**src/rtl/muldiv_scheduler_pkg.sv**
```systemverilog
// Shared definitions for the mul/div issue scheduler: FSM states, ROB index width,
// watchdog limit and the ROB age helper.
package muldiv_scheduler_pkg;

   localparam int ROB_W = 6;
   localparam logic [6:0] TIMEOUT_LIMIT = 7'd100;

   typedef logic [ROB_W-1:0] rob_id_t;

   typedef enum logic [1:0] {
      ST_IDLE  = 2'd0,
      ST_ISSUE = 2'd1,
      ST_BUSY  = 2'd2
   } md_state_e;

   // Distance from the ROB head; wraps modulo 64 so a smaller age is always older.
   function automatic rob_id_t rob_age(input rob_id_t rob_id, input rob_id_t head);
      return rob_id - head;
   endfunction

endpackage

```
**src/rtl/muldiv_scheduler_rob_age_arbiter.sv**
```systemverilog
// rob_age_arbiter: picks the older of two ready mul/div ops by ROB age,
// breaking equal-age ties with a round-robin pointer.
module rob_age_arbiter
   import muldiv_scheduler_pkg::*;
(
   input  logic    valid0,
   input  logic    valid1,
   input  rob_id_t rob_id0,
   input  rob_id_t rob_id1,
   input  rob_id_t rob_head,
   input  logic    rr_ptr,
   output logic    sel1,
   output logic    any_valid
);

   rob_id_t age0;
   rob_id_t age1;

   always_comb begin
      age0      = rob_age(rob_id0, rob_head);
      age1      = rob_age(rob_id1, rob_head);
      any_valid = valid0 | valid1;
      sel1      = 1'b0;
      if (valid0 && valid1) begin
         if (age1 < age0)      sel1 = 1'b1;
         else if (age0 < age1) sel1 = 1'b0;
         else                  sel1 = rr_ptr;
      end else begin
         sel1 = valid1;
      end
   end

endmodule

```
**src/rtl/muldiv_scheduler.sv**
```systemverilog
// Two-slot mul/div issue scheduler: IDLE/ISSUE/BUSY FSM around an age arbiter.
// Optional watchdog and timeout_err output are built when MULDIV_SCHED_TIMEOUT_EN is defined.
module muldiv_scheduler
   import muldiv_scheduler_pkg::*;
(
   input  logic      clk,
   input  logic      resetn,
   input  logic      flush,
   input  logic      req0_valid,
   input  logic      req1_valid,
   input  rob_id_t   req0_rob_id,
   input  rob_id_t   req1_rob_id,
   input  rob_id_t   rob_head,
   output logic      grant0,
   output logic      grant1,
   output logic      md_valid,
   output logic      md_sel,
   input  logic      md_allowin,
   input  logic      md_done,
   input  logic      cs_allowin,
   output logic      busy,
   output rob_id_t   inflight_rob_id,
`ifdef MULDIV_SCHED_TIMEOUT_EN
   output logic      timeout_err,
`endif
   output md_state_e state_dbg
);

   // Handshakes: a slot op is taken when reqN_valid && grantN in the same cycle; the
   // unit takes the presented op when md_valid && md_allowin; a result retires when
   // md_done && cs_allowin. flush overrides every handshake in its cycle.

   md_state_e state, state_nxt;
   logic      rr_ptr;
   logic      arb_sel1;
   logic      arb_any;
   logic      grant_window;
   logic      accept;

   rob_age_arbiter u_arb (
      .valid0    (req0_valid),
      .valid1    (req1_valid),
      .rob_id0   (req0_rob_id),
      .rob_id1   (req1_rob_id),
      .rob_head  (rob_head),
      .rr_ptr    (rr_ptr),
      .sel1      (arb_sel1),
      .any_valid (arb_any)
   );

   // Grants open only when the unit is free or its result retires this cycle.
   assign grant_window = resetn && !flush &&
                         ((state == ST_IDLE) ||
                          ((state == ST_BUSY) && md_done && cs_allowin));
   assign grant0    = grant_window && arb_any && !arb_sel1;
   assign grant1    = grant_window && arb_any &&  arb_sel1;
   assign accept    = (req0_valid && grant0) || (req1_valid && grant1);
   assign md_valid  = (state == ST_ISSUE);
   assign busy      = (state != ST_IDLE);
   assign state_dbg = state;

   always_comb begin
      state_nxt = state;
      case (state)
         ST_IDLE:  if (accept) state_nxt = ST_ISSUE;
         ST_ISSUE: if (md_allowin) state_nxt = ST_BUSY;
         ST_BUSY:  if (md_done && cs_allowin) state_nxt = accept ? ST_ISSUE : ST_IDLE;
         default:  state_nxt = ST_IDLE;
      endcase
      if (flush) state_nxt = ST_IDLE;
   end

   always_ff @(posedge clk or negedge resetn) begin
      if (!resetn) begin
         state           <= ST_IDLE;
         rr_ptr          <= 1'b0;
         md_sel          <= 1'b0;
         inflight_rob_id <= '0;
      end else begin
         state <= state_nxt;
         if (accept) begin
            md_sel          <= grant1;
            inflight_rob_id <= grant1 ? req1_rob_id : req0_rob_id;
            rr_ptr          <= grant0;
         end
      end
   end

`ifdef MULDIV_SCHED_TIMEOUT_EN
   logic [6:0] wd_cnt, wd_nxt;

   // Restart on every ISSUE entry; saturate at the limit so the count never wraps.
   always_comb begin
      wd_nxt = wd_cnt;
      if ((state_nxt == ST_ISSUE) && (state != ST_ISSUE))
         wd_nxt = '0;
      else if (((state == ST_ISSUE) || (state == ST_BUSY)) && (wd_cnt != TIMEOUT_LIMIT))
         wd_nxt = wd_cnt + 7'd1;
   end

   always_ff @(posedge clk or negedge resetn) begin
      if (!resetn) begin
         wd_cnt      <= '0;
         timeout_err <= 1'b0;
      end else begin
         wd_cnt <= wd_nxt;
         if (wd_nxt == TIMEOUT_LIMIT) timeout_err <= 1'b1;
      end
   end
`endif

endmodule

```
**config.mk**
```make
export PLATFORM = sky130hd
export DESIGN_NAME = muldiv_scheduler
export DESIGN_NICKNAME = d
export VERILOG_FILES = /design/src/rtl/muldiv_scheduler_pkg.sv /design/src/rtl/muldiv_scheduler_rob_age_arbiter.sv /design/src/rtl/muldiv_scheduler.sv
export SDC_FILE = /design/constraint.sdc
export NUM_CORES = 1
export LEC_CHECK = 0
export BUFFER_PORTS_ARGS = -buffer_cell sky130_fd_sc_hd__buf_2
export CAP_MARGIN = 20
export CORE_MARGIN = 5
export CORE_UTILIZATION = 50
export DETAILED_ROUTE_END_ITERATION = 8
export GPL_TIMING_DRIVEN = 0
export HOLD_SLACK_MARGIN = 0.05
export PLACE_DENSITY_LB_ADDON = 0.12
export SYNTH_ARGS = -nofsm -noshare
export SYNTH_HDL_FRONTEND = slang
export SYNTH_SLANG_ARGS = --single-unit
```
**constraint.sdc**
```tcl
create_clock -name clk -period 3.5 [get_ports clk]
set_input_delay 0.35 -clock clk [delete_from_list [all_inputs] [get_ports clk]]
set_output_delay 0.35 -clock clk [all_outputs]
set_load 0.005 [all_outputs]
```
## Yosys cells after proc, flatten, opt, wreduce, memory -nomap -nowiden

Index checks and enable logic that the tools add are counted.

| word-level totals | value |
|---|---|
| register bits | 10 |
| bits in latches | 0 |
| memory bits (writable) | 0 |
| bits in read-only memories | 0 |
| bits of input ports | 26 |
| memories | 0 |

| cells by class | value |
|---|---|
| $add $sub $neg | 2 |
| multipliers | 0 |
| div/mod/pow operators | 0 |
| $lt $le $gt $ge | 2 |
| equal/unequal tests | 5 |
| shift-type cells | 0 |
| multiplexer cells | 10 |
| bitwise logic cells | 1 |
| reduce and logical (&&, ||, !) cells | 18 |

Operators with widths:

| kind | count |
|---|---|
| 6-bit < comparator | 2 |
| 6-bit subtractor | 2 |
| 1-bit logical AND | 11 |
| 2-bit two-way mux | 4 |
| 6-bit two-way mux | 1 |
| 3-bit by 2-bit inequality test with 1-bit output, second input constant | 2 |
| 2-bit one-hot mux with 3 select lines | 1 |
| 1-bit two-way mux | 4 |
| 3-bit inequality test, second input constant | 1 |
| 3-bit AND reduction | 1 |
| 2-bit by 1-bit equality test with 1-bit output, second input constant | 1 |
| 2-bit equality test, second input constant | 1 |
| 1-bit logical NOT | 2 |
| 2-bit logical NOT | 1 |
| 1-bit logical OR | 2 |
| 2-bit nonzero test | 1 |
| 1-bit OR | 1 |

## Depth between registers and ports, before layout

| logic depth | value |
|---|---|
| word-level depth | 13 |
| depth in mapped cells | 15 |
| depth with buffers taken out | 14 |

## Modules after synthesis

From an unflattened synthesis, not the netlist that was laid out.

| second synthesis, totals | value |
|---|---|
| cell total of the unflattened synthesis | 120 |
| area total of the unflattened synthesis | 1134.8 sq um |

Modules (own cells, without submodules):

| module | times used | cells each | area each (sq um) | sequential area each (sq um) |
|---|---|---|---|---|
| rob_age_arbiter | 1 | 74 | 576.8 | 0.0 |
| muldiv_scheduler | 1 | 46 | 558.0 | 250.2 |

## Worst setup path after synthesis

Ideal clock, no wire load.

| timing path | value |
|---|---|
| path type | input port to output port |
| start point | in rob_head[1] |
| end point | out grant0 |
| arrival time | 2.883 ns |
| data required time | 3.150 ns |
| path slack | 0.267 ns |
| cell stages on the path | 14 |
| path buffers | 1 |
| cells stage by stage | inv_1 > ha_1 > nor2b_1 > o21ai_0 > nand2b_1 > a2111o_1 > o211a_1 > ha_1 > nand4_1 > or3_1 > buf_6 > nand2_8 > o21ai_4 > and2_2 |

| between the ends | value |
|---|---|
| word-level cells in the longest chain between the ends | 7 |
| elaborated cells on any way between the ends | 9 |
| those cells by class | add/sub (2); order compare (2); mux (3); reduce/logical (2) |

RTL lines:

| item | line | source |
|---|---|---|
| start: declaration | muldiv_scheduler.sv:13 | `input rob_id_t rob_head,` |
| 6-bit subtractor | muldiv_scheduler_pkg.sv:18 | `return rob_id - head;` |
| 6-bit < comparator | muldiv_scheduler_rob_age_arbiter.sv:26 | `else if (age0 < age1) sel1 = 1'b0;` |
| 1-bit two-way mux | muldiv_scheduler_rob_age_arbiter.sv:26 |  |
| 1-bit two-way mux (*) | muldiv_scheduler_rob_age_arbiter.sv:25 | `if (age1 < age0) sel1 = 1'b1;` |
| 1-bit two-way mux (*) | muldiv_scheduler_rob_age_arbiter.sv:24 | `if (valid0 && valid1) begin` |
| 1-bit logical NOT (*) | muldiv_scheduler.sv:55 | `assign grant0 = grant_window && arb_any && !arb_sel1;` |
| 1-bit logical AND (*) | muldiv_scheduler.sv:55 |  |
| end: declaration | muldiv_scheduler.sv:14 | `output logic grant0,` |

Mark *: on every way between the ends. The rest lies on a longest branch, timed or not.

## Final worst setup path

Same ends and word-level chain as after synthesis.

==> summary.txt <==
vias after detailed routing: 1166
final-report setup violation count: 0
via count of the first global-routing pass: 1067
CP delay by family, top: simple AND/OR/NAND/NOR gates
required time of the critical path: 3.15 ns
final cell count without fillers: 206
final hold violation count: 0
Total Die Area: 3380 um^2
count of antenna-violating nets left after detailed routing: 0
Routability Congestion: 0.791
standard-cell rows: 17
flip-flop and latch count after synthesis: 10
I/O Buffers: 37
most common flop cell mapped by yosys: sky130_fd_sc_hd__dfrtp_1
Die Y: 58.1 um
post-synthesis to final-layout area growth: 28.0%
top library cells by usage in the layout, fill and taps aside: sky130_fd_sc_hd__buf_2, sky130_fd_sc_hd__ha_1, sky130_fd_sc_hd__nor2_1, sky130_fd_sc_hd__inv_1, sky130_fd_sc_hd__dfrtp_1
fraction of registers with async set/reset: 100%
Hold Slack: 0.279 ns
maximum clock frequency: 297 MHz
Max stage delay on crit path: 0.48 ns
Placed Cells incl. Taps: 198
die width: 58.1 um
setup repair after global routing missed its margin: false
Worst Setup Path Type: primary input to output port
WL per Instance: 13.8 um
total grt overflow: 0
dominant combinational cell family by area after synthesis: compound AO/OA/AOI/OAI gates
share of the clock period used by the worst path: 96.2%
number of detailed-routing iterations run before antenna repair: 6
fraction of synthesized cell area in xor and xnor cells: 6.05%
ant diodes: 0
Post-Syn Area per Cell: 8.71 um^2
maximum number of pins on one net before global-route repair: 12
number of CTS-inserted buffers: 3
clock-pin transition on the worst setup and hold timing paths: 0.06 ns
EDFF count, synth: 0
Max FO, Critical Path: 6
max-slew violation count: 0
utilization after layout: 67.0%
Final #Nets: 223
CP Data Arrival Time: 3.02 ns
register area share after synthesis: 21.6%
startpoint type of the worst setup path: primary input
cell depth of the worst flop-to-flop path: 6
accumulated negative setup slack: 0 ns
count of mapped cells out of synthesis: 133
worst relative slew slack: 67.0%
share of synthesized area spent on multiplexers: 2.16%
worst-skew pair later-pin latency: 0.26 ns
Tightest Hold Check Type: primary input to flip-flop
run status: complete, no violations
clock tree from TritonCTS: done
most frequent standard cell in the layout excluding fill and tap cells: sky130_fd_sc_hd__buf_2
DRT iter0 DRCs: 26
number of placed I/O pins: 39
Cell Chain, Critical Path: buf_2 > inv_4 > ha_4 > nor2b_1 > o21ai_1 > nand2b_1 > a2111o_1 > o211a_1 > ha_4 > nand4_1 > or3_4 > nand2_8 > o21ai_4 > and2_2 > buf_2
cell with the largest stage delay on the worst path: sky130_fd_sc_hd__or3_4
leakage power figure: 0.707 nW
largest vdd supply drop: 315 uV
Clk Tree Root Cell: sky130_fd_sc_hd__clkbuf_4
mean number of vias per cell: 5.66
net count after synthesis: 176
Worst path depth: 15
worst-case clock skew: 0.00105 ns
maximum root-to-sink buffer count: 2
area of the core region: 2210 um^2
worst slack at placement: -0.209 ns
total detailed-routing wirelength: 2850 um
shortest clock period the worst path allows after layout: 3.37 ns
initial core utilization: 52.4%
initial antenna violation count: 0
Detailed Place HPWL: 2310 um
global-route total usage across every layer: 17.0%
Hold Path Cell Cnt: 2
global-route wire length before repair: 4550 um
post-synthesis share of cell area spent on full adders, half adders and majority gates: 19.7%
fraction of the mapped netlist area in simple logic gates: 18.4%
Distinct cells, synth: 38
maxcap violations: 0
yosys warns: 0
setup ws final: 0.134 ns
pwr dens: 363 nW/um^2
crit path capture type: output port
H-tree lvl count: 1
synthesized cell area: 1160 um^2
number of buffer and inverter instances along the worst setup path: 3
complex-gate fraction of the synthesized area: 25.3%
share of layout cells above drive strength 1: 33.7%
DR DRC count: 0
CTS sink count: 10
slew of the pin with the lowest slew margin: 0.490 ns
-- power by group --
part / internal, mW / total [mW] / switching [mW]
logic: 0.144 / 0.303 / 0.159
registers: 0.145 / 0.161 / 0.0157
clock network: 0.0395 / 0.0738 / 0.0344
-- stage by stage --
| step | instance area, um^2 | power, mW |
|---|---|---|
| floorplan | 1160 | 0.346 |
| global placement | 1380 | 0.427 |
| detailed placement | 1380 | 0.436 |
| CTS | 1430 | 0.522 |
| global route | 1480 | 0.587 |
| finish | 1480 | 0.538 |
-- flip-flops by register name, indices dropped and copies added, names as in the netlist --
signal           flops
md_sel               1
rr_ptr               1
state_dbg            2
inflight_rob_id      6
-- worst reg2reg max path: stages, from the launching register on --
cell	delay (ns)
sky130_fd_sc_hd__dfrtp_1	0.40
sky130_fd_sc_hd__nor2_1	0.10
sky130_fd_sc_hd__o211ai_1	0.15
sky130_fd_sc_hd__nor2_2	0.28
sky130_fd_sc_hd__buf_2	0.27
sky130_fd_sc_hd__nor2_1	0.06
sky130_fd_sc_hd__a31oi_1	0.14
-- layer usage --
layer / track usage [%] / share of wire (%) / vias to the layer above
met2: 29.0 / 49 / 48
met4: 1.99 / 0.14 / 0
met1: 21.9 / 45 / 532
li1: - / - / 584
met3: 4.90 / 6.6 / 2
met5: 0 / 0 / -
-- repair_timing --
item / in CTS / in global routing
pin swaps: 2 / 4
hold endpoints to repair: 10 / 0
hold buffers: 1 / 0
gates resized for setup: 2 / 8
setup buffers: 3 / 2
setup endpoints to repair: 2 / 2
-- cell type report --
class | count | area [um^2]
Inverter | 12 | 47.5
Buffer | 3 | 23.8
Fill cell | 209 | 729
Sequential cell | 10 | 250
Clock buffer | 3 | 22.5
Timing Repair Buffer | 43 | 233
Multi-Input combinational cell | 107 | 871
Tap cell | 28 | 35.0
-- Yosys cell counts, types with 2 or more instances --
master / count / area share (%)
sky130_fd_sc_hd__a21oi_1: 9 / 3.9
sky130_fd_sc_hd__a21boi_0: 2 / 1.3
sky130_fd_sc_hd__nand2b_1: 2 / 1.1
sky130_fd_sc_hd__a31oi_1: 6 / 3.2
sky130_fd_sc_hd__nor3_1: 3 / 1.3
sky130_fd_sc_hd__xnor2_1: 3 / 2.3
sky130_fd_sc_hd__xor2_1: 5 / 3.8
sky130_fd_sc_hd__dfrtp_1: 10 / 22
sky130_fd_sc_hd__nor2b_1: 7 / 3.8
sky130_fd_sc_hd__ha_1: 15 / 16
sky130_fd_sc_hd__buf_6: 2 / 1.9
sky130_fd_sc_hd__inv_1: 12 / 3.9
sky130_fd_sc_hd__a41oi_1: 5 / 3.8
sky130_fd_sc_hd__o21ai_0: 2 / 0.86
sky130_fd_sc_hd__fa_1: 2 / 3.5
sky130_fd_sc_hd__nand3_1: 2 / 0.86
sky130_fd_sc_hd__nand2_1: 7 / 2.3
sky130_fd_sc_hd__nor2_1: 12 / 3.9
sky130_fd_sc_hd__o211ai_1: 8 / 5.2
-- logic make-up (layout without fill, tap and decap cells) --
family / Yosys count / in the layout
xor+xnor: 8 / 8
fa+ha+maj: 17 / 17
simple gates: 40 / 40
compound gates: 40 / 40
mux: 2 / 2
buf+inv: 16 / 61
flops: 10 / 10
-- final timing paths --
kind | startpoint | end | slack (ns)
worst max-delay path | rob_head[1] | grant0 | 0.13
worst min-delay path | flush | state_dbg[1]$_DFFE_PN0P_ | 0.28
worst max register to register | state_dbg[0]$_DFFE_PN0P_ | inflight_rob_id[4]$_DFFE_PN0P_ | 2.02
worst min register to register | md_sel$_DFFE_PN0P_ | md_sel$_DFFE_PN0P_ | 0.52
max in group asynchronous | resetn | inflight_rob_id[2]$_DFFE_PN0P_ | 2.82
min in group asynchronous | resetn | rr_ptr$_DFFE_PN0P_ | 0.49
No activity file was read; power rests on OpenSTA's default activity.
